File: src/rtl/morse_seq_ctrl.sv
// Morse symbol sequencer: snapshots five recorded durations, finds the
// leading run of nonzero fields and its minimum, classifies each counted
// field as dot or dash (dash when >= 2*min), hands the result downstream
// over a valid/ready handshake and then pulses a two-cycle recorder reset.
module morse_seq_ctrl #(
    parameter int unsigned WID = 32
) (
    input  logic             clk,
    input  logic             reset,
    input  logic             rec_end,
    input  logic [5*WID-1:0] rec_value,
    output logic             rec_rst,
    output logic [4:0]       sym_bits,
    output logic [2:0]       sym_len,
    output logic             sym_valid,
    input  logic             sym_ready,
    output logic             busy,
    output logic             err
);

    typedef enum logic [2:0] {
        StIdle,
        StScan,
        StClass,
        StOut,
        StClr
    } state_e;

    state_e                state_q, state_d;
    logic [4:0][WID-1:0]   buf_q, buf_d;
    logic [2:0]            idx_q, idx_d;
    logic [2:0]            len_q, len_d;
    logic [WID-1:0]        min_q, min_d;
    logic [4:0]            work_q, work_d;
    logic [4:0]            bits_q, bits_d;
    logic [2:0]            slen_q, slen_d;
    logic                  clr_cnt_q, clr_cnt_d;
    logic                  empty_q, empty_d;

    logic [WID-1:0]        field;
    logic                  last_idx;
    logic [WID:0]          field_ext;
    logic [WID:0]          min_x2;

    assign field     = buf_q[idx_q];
    assign last_idx  = (idx_q == 3'd4);
    // One extra bit so 2*min never wraps for large durations.
    assign field_ext = {1'b0, field};
    assign min_x2    = {min_q, 1'b0};

    // Next-state and datapath updates for the scan/classify/handshake sequence.
    always_comb begin
        state_d   = state_q;
        buf_d     = buf_q;
        idx_d     = idx_q;
        len_d     = len_q;
        min_d     = min_q;
        work_d    = work_q;
        bits_d    = bits_q;
        slen_d    = slen_q;
        clr_cnt_d = clr_cnt_q;
        empty_d   = empty_q;

        case (state_q)
            StIdle: begin
                if (rec_end) begin
                    buf_d   = rec_value;
                    idx_d   = 3'd0;
                    len_d   = 3'd0;
                    min_d   = '0;
                    work_d  = '0;
                    state_d = StScan;
                end
            end

            StScan: begin
                // Still counting only while every earlier field was nonzero.
                if ((len_q == idx_q) && (field != '0)) begin
                    len_d = len_q + 3'd1;
                    if ((len_q == 3'd0) || (field < min_q)) begin
                        min_d = field;
                    end
                end
                idx_d = idx_q + 3'd1;
                if (last_idx) begin
                    idx_d     = 3'd0;
                    clr_cnt_d = 1'b0;
                    empty_d   = (len_d == 3'd0);
                    state_d   = (len_d == 3'd0) ? StClr : StClass;
                end
            end

            StClass: begin
                work_d[idx_q] = (idx_q < len_q) && (field_ext >= min_x2);
                idx_d = idx_q + 3'd1;
                if (last_idx) begin
                    idx_d   = 3'd0;
                    bits_d  = work_d;
                    slen_d  = len_q;
                    state_d = StOut;
                end
            end

            StOut: begin
                if (sym_ready) begin
                    clr_cnt_d = 1'b0;
                    empty_d   = 1'b0;
                    state_d   = StClr;
                end
            end

            StClr: begin
                if (!clr_cnt_q) begin
                    clr_cnt_d = 1'b1;
                end else begin
                    clr_cnt_d = 1'b0;
                    empty_d   = 1'b0;
                    state_d   = StIdle;
                end
            end

            default: begin
                state_d = StIdle;
            end
        endcase
    end

    // State and datapath registers with synchronous active-high reset.
    always_ff @(posedge clk) begin
        if (reset) begin
            state_q   <= StIdle;
            buf_q     <= '0;
            idx_q     <= 3'd0;
            len_q     <= 3'd0;
            min_q     <= '0;
            work_q    <= '0;
            bits_q    <= '0;
            slen_q    <= 3'd0;
            clr_cnt_q <= 1'b0;
            empty_q   <= 1'b0;
        end else begin
            state_q   <= state_d;
            buf_q     <= buf_d;
            idx_q     <= idx_d;
            len_q     <= len_d;
            min_q     <= min_d;
            work_q    <= work_d;
            bits_q    <= bits_d;
            slen_q    <= slen_d;
            clr_cnt_q <= clr_cnt_d;
            empty_q   <= empty_d;
        end
    end

    assign sym_valid = (state_q == StOut);
    assign busy      = (state_q != StIdle);
    assign rec_rst   = (state_q == StClr);
    assign err       = (state_q == StClr) && !clr_cnt_q && empty_q;
    assign sym_bits  = bits_q;
    assign sym_len   = slen_q;

endmodule

File: config.mk
export PLATFORM = sky130hd
export DESIGN_NAME = morse_seq_ctrl
export DESIGN_NICKNAME = d
export VERILOG_FILES = /design/src/rtl/morse_seq_ctrl.sv
export SDC_FILE = /design/constraint.sdc
export NUM_CORES = 1
export LEC_CHECK = 0
export CAP_MARGIN = 10
export CORE_ASPECT_RATIO = 0.7
export CORE_MARGIN = 2
export CORE_UTILIZATION = 54
export CTS_BUF_LIST = sky130_fd_sc_hd__clkbuf_8 sky130_fd_sc_hd__clkbuf_16
export DETAILED_ROUTE_END_ITERATION = 7
export PLACE_DENSITY = 0.8
export SYNTH_ARGS = -nofsm -noshare
export SYNTH_HDL_FRONTEND = slang
export SYNTH_SLANG_ARGS = --single-unit
export TNS_END_PERCENT = 10
File: constraint.sdc
create_clock -name clk -period 5.1 [get_ports clk]
set_clock_uncertainty 0.1 [all_clocks]
set_input_delay 1.02 -clock clk [delete_from_list [all_inputs] [get_ports clk]]
set_output_delay 1.02 -clock clk [all_outputs]
set_load 0.01 [all_outputs]
---- After elaboration in Yosys (flattened, before gate mapping) ----
Index checks and enable logic that the tools add are counted.
word-level totals
  bits in registers ....................... 216
  bits in latches ......................... 0
  bits in writable memories ............... 0
  bits in read-only memories .............. 0
  input bits .............................. 164
  output and inout port bits .............. 12
  word-level logic and storage cells ...... 91
  memories kept ........................... 0
cells by class
  add/subtract/negate cells ............... 2
  $mul .................................... 0
  divide/modulo/power cells ............... 0
  order comparisons ....................... 5
  eq/ne operators ......................... 13
  shift operators ......................... 0
  mux-type cells .......................... 31
  bitwise gates (word level) .............. 0
  reduce and logical (&&, ||, !) cells .... 26
operators by type and width
  cell                                                             number
  32-bit two-way mux                                               4
  32-bit binary-select mux with 3-bit select                       1
  32-bit case mux with 2 select lines                              1
  32-bit by 33-bit greater-or-equal comparator with 1-bit output   1
  32-bit < comparator                                              1
  32-bit nonzero test                                              1
  3-bit two-way mux                                                10
  3-bit case mux with 5 select lines                               1
  3-bit case mux with 2 select lines                               2
  2-bit inequality test, second input constant                     5
  5-bit case mux with 2 select lines                               1
  2-bit AND reduction                                              5
  3-bit logical NOT                                                3
  4-bit AND reduction                                              2
  3-bit by 1-bit adder with 3-bit output, second input constant    2
  3-bit by 2-bit == test with 1-bit output, second input constant  2
  3-bit == test, second input constant                             2
  1-bit two-way mux                                                6
  1-bit case mux with 3 select lines                               2
  2-bit nonzero test                                               3
  3-bit nonzero test                                               2
  5-bit bitwise mux                                                1
  1-bit logical AND                                                5
  5-bit two-way mux                                                1
  12 further kinds                                                 13

---- Longest topological paths before layout ----
  depth in word-level cells ............... 10
  depth in mapped cells ................... 18
  gate-level depth less buffers ........... 14

---- Worst setup path before layout ----
Ideal clock, no wire load.
  path kind ............................... reg2reg
  start point ............................. reg idx_q[1]
  end point ............................... reg min_q[0]
  setup time .............................. 0.123 ns
  data arrival time ....................... 3.992 ns
  data required time ...................... 4.877 ns
  path slack .............................. 0.885 ns
  stages on the path, launching flop included .. 17
  buffers on the path ..................... 5
  period minus slack after synthesis ...... 4.215 ns
  path through ............................ dfxtp_1 -> buf_4 -> buf_6 -> buf_2 -> buf_2 -> buf_1 -> mux2i_1 -> o21bai_1 -> ha_1 -> nand4_1 -> or2_2 -> nor2_1 -> a221o_1 -> or4_1 -> o21ai_1 -> nor4b_4 -> mux2_1
between the ends
  word-level cells in the longest chain between the ends .. 6
  elaborated cells between the ends (all ways) .. 13
  those cells by class .................... order compare: 1; eq/ne: 3; mux: 5; reduce/logical: 4
RTL lines
  item                                                        RTL line  source
  start: declaration                                          31        logic [2:0] idx_q, idx_d;
  start signal: assignment                                    144       idx_q <= idx_d;
  32-bit binary-select mux with 3-bit select                  45        assign field = buf_q[idx_q];
  32-bit two-way mux (implied by the code)                    45
  32-bit < comparator or 32-bit nonzero test (tied branches)  80, 78
  1-bit logical OR or 1-bit logical AND (tied branches)       80, 78
  2-bit inequality test (no line)                             n/a
  4-bit AND reduction (no line)                               n/a
  end signal: assignment                                      146       min_q <= min_d;
  end: declaration                                            33        logic [WID-1:0] min_q, min_d;
Parallel ways exist; a longest one is shown, timed or not. The select of a mux whose other input is x is not followed.
A chain may end at the register's enable or synchronous reset.

---- Worst setup path in the final report ----
  start point ............................. reg idx_q[1]
  end point ............................... reg min_q[22]
The elaborated chain is that of the path after synthesis.

==> results.md <==
- Max Cap Viol: 0
- Routed Antenna Nets: 0
- Routed WL per cell: 18.7 um
- Met2 Use GR: 0.453
- Vias/cell: 5.73
- DRT Pass-1 Iters: 5
- Slew Limit Fails: 0
- Setup slack at placement: 579 ps
- Post-cts repair resize count: 0
- RSZ-0062 raised after global routing: no
- Peak supply drop: 746 uV
- Final #Nets: 1,757
- Slew Limit Headroom: 0.229
- Final Util: 0.681
- Asr flop ratio synth: 0
- Fin crit period: 4630 ps
- Placed Cells: 1,771
- Core box area: 20,000 um2
- DRC: 0
- Vias in the first global route: 9,748
- Crit end category: flop
- Total track usage: 0.300
- CP peak stage delay: 750 ps
- PwrDens: 505 nW/um2
- Post-Route WL: 33,700 um
- Input/output buffers: 175
- CTS tree: yes
- Met3 Usage GRT: 0.0562
- Antenna diode count: 0
- Worst path slowest cell: nor3b_2
- Num ports: 176
- Final HPWL DP: 24,800 um
- Layout cells sized above 1: 0.0423
- Mapped Nets: 1,639
- Hold Crit Class: reg -> reg
- Initial Utilization: 0.558
- # hold bufs at CTS: 0
- Global route overflow: 0
- 1st-iter DRT viols: 1,148
- Number of core rows: 43
- Post-synth EDFFs: 0
- P&R area growth vs syn: 22.2%
- Worst path arrival time: 4960 ps
- Die height: 124 um
- FMAX: 216 MHz
- Htree depth: 1
- Vias: 10,359
- Clk slew on worst S/H paths: 60 ps
- Status: finished, final reports clean
- Routability cong.: 0.968
- Mapped Area: 11,200 um2
- Later-pin clock latency in the skew report: 510 ps
- Top Usage Layer GRT: met2
- Leakage Power: 5.01 nW
- Critical path fanouts, max: 38
- Max clock buf depth: 3
- Clock root cell: clkbuf_16
- CP Launch Type: flop
- Req. time, crit path: 5430 ps
- Die area: 21,800 um2
- Synth unique cells: 63
- Kind of critical path: reg -> reg
- Largest net degree at the start of global routing: 163
- Mean post-synth cell area: 7.94 um2
- Yosys warnings: 0
- First-pass GRT wire length: 52,500 um
- Cells after Synth: 1,406
- Initial antenna violation count: 1
- Tcrit/Tclk final: 0.908
- Die span in x: 176 um
- Slew @ Worst Pin: 1150 ps
- Crit path cell chain: nor3b_2 > a21oi_1 > o21ai_0 > ha_1 > nand4_1 > or2_2 > nor2_1 > a221o_1 > or4_1 > o21ai_1 > nor4b_4 > buf_4 > mux2i_1
- Met1 Use GR: 0.443
- Fin cells: 1,807
- Clk sinks: 216
- Final Setup Violations: 0
- Final Hold Viols: 0
- Sequential fraction of the synthesis area: 0.388
- Setup bufs post-CTS: 0
- Setup TNS: 0 ps
- Register bit total from synthesis: 216
- Final Worst Setup Slack: 470 ps
- Top FF cell, synth: dfxtp_1
- Num CTS Buffers: 21
==> routing by layer <==
| layer | share of wire | wire length, um |
|---|---|---|
| met1 | 0.46 | 15700 |
| met2 | 0.43 | 14400 |
| met3 | 0.089 | 2990 |
| met4 | 0.021 | 708 |
| met5 | 0.00033 | 11 |
==> cell families (layout without fill, tap and decap cells) <==
logic type / Yosys count / in the layout / share of synthesized area
AO/OA/AOI/OAI: 333 / 333 / 0.176
multiplexers: 89 / 89 / 0.0857
buffers and inverters: 134 / 265 / 0.0520
XOR/XNOR: 1 / 1 / 0.000785
AND/OR/NAND/NOR: 564 / 564 / 0.220
adder cells (fa/ha/maj): 69 / 69 / 0.0774
flip-flops: 216 / 216 / 0.388
==> Yosys cell counts (3+ instances only) <==
master	instances	share of area
nor2b_1	9	0.0050
nor4_1	9	0.0050
o211ai_1	5	0.0034
o21a_1	6	0.0040
o21ai_1	3	0.0013
buf_4	4	0.0027
a21o_1	18	0.012
nand3b_1	4	0.0027
buf_6	7	0.0071
or4_1	4	0.0027
o21ai_0	27	0.012
nand2b_1	31	0.017
or3_1	5	0.0028
inv_1	40	0.013
nor4b_1	3	0.0024
clkbuf_1	72	0.024
and2_1	4	0.0022
ha_1	69	0.077
o21bai_1	18	0.012
nand3_1	17	0.0076
a32o_1	4	0.0036
buf_1	3	0.0010
a211oi_1	15	0.010
mux4_2	5	0.010
nand4_1	16	0.0090
nand2_1	394	0.13
nor3_1	17	0.0076
dfxtp_1	216	0.39
buf_2	8	0.0036
nor2_1	38	0.013
a21oi_1	204	0.092
o2bb2ai_1	11	0.0086
mux2i_1	82	0.074
==> path summary, 6_finish.rpt <==
kind / startpoint / endpoint / slack, ps / depth (start not counted)
hold / removal: sym_bits[2] / sym_bits[2] / 350 / 2
setup / recovery: idx_q[1] / min_q[22] / 470 / 13
hold reg to reg: sym_bits[2] / sym_bits[2] / 350 / 2
setup reg to reg: idx_q[1] / min_q[22] / 470 / 13
==> worst max-delay path: cells and delay by family (launching register included) <==
| kind | cells | cell delay [ps] |
|---|---|---|
| and+or+nand+nor | 6 | 1850 |
| AOI/OAI and AO/OA | 4 | 1040 |
| DFF | 1 | 520 |
| buffers and inverters | 1 | 440 |
| adders and majority gates | 1 | 330 |
| muxes | 1 | 250 |
==> state kept, by name, indices dropped and copies added (netlist names), 3 cells and up <==
name and flops:
buf_q 160, min_q 32, sym_bits 5, work_q 5, idx_q 3, len_q 3, state_q 3, sym_len 3
==> layout make-up <==
cell class                      count  area [um2]
Fill cell                        1695        6380
Multi-Input combinational cell   1056        6270
Sequential cell                   216        4330
Timing Repair Buffer              189        1880
Clock buffer                       25         581
Tap cell                          270         338
Inverter                           40         150
Clock inverter                     11        80.1
==> layout by cell type, fill, tap and decap left out, drive strengths merged, types with 17 or more instances in the layout <==
cell type,n
nand3,17
mux2i,82
o21ai,30
nand2b,31
inv,45
ha,69
dfxtp,216
a21o,18
nor3,18
a21oi,204
nor2,38
o21bai,18
nand2,394
clkdlybuf4s50,174
clkbuf,25
==> report_power, final <==
group | internal (W) | switching [W]
clock | 0.000858 | 0.000661
combinational | 0.00121 | 0.00189
sequential | 0.00199 | 0.000277
==> metrics by stage <==
step	area (um2)	hold WS, ps	power (W)
2_1_floorplan	11200	332	0.00440
3_3_place_gp	13000	340	0.00524
3_5_place_dp	13000	346	0.00531
4_1_cts	13600	355	0.00682
5_1_grt	13600	366	0.00727
6_report	13600	353	0.00688
(Power assumes the default switching activity.)
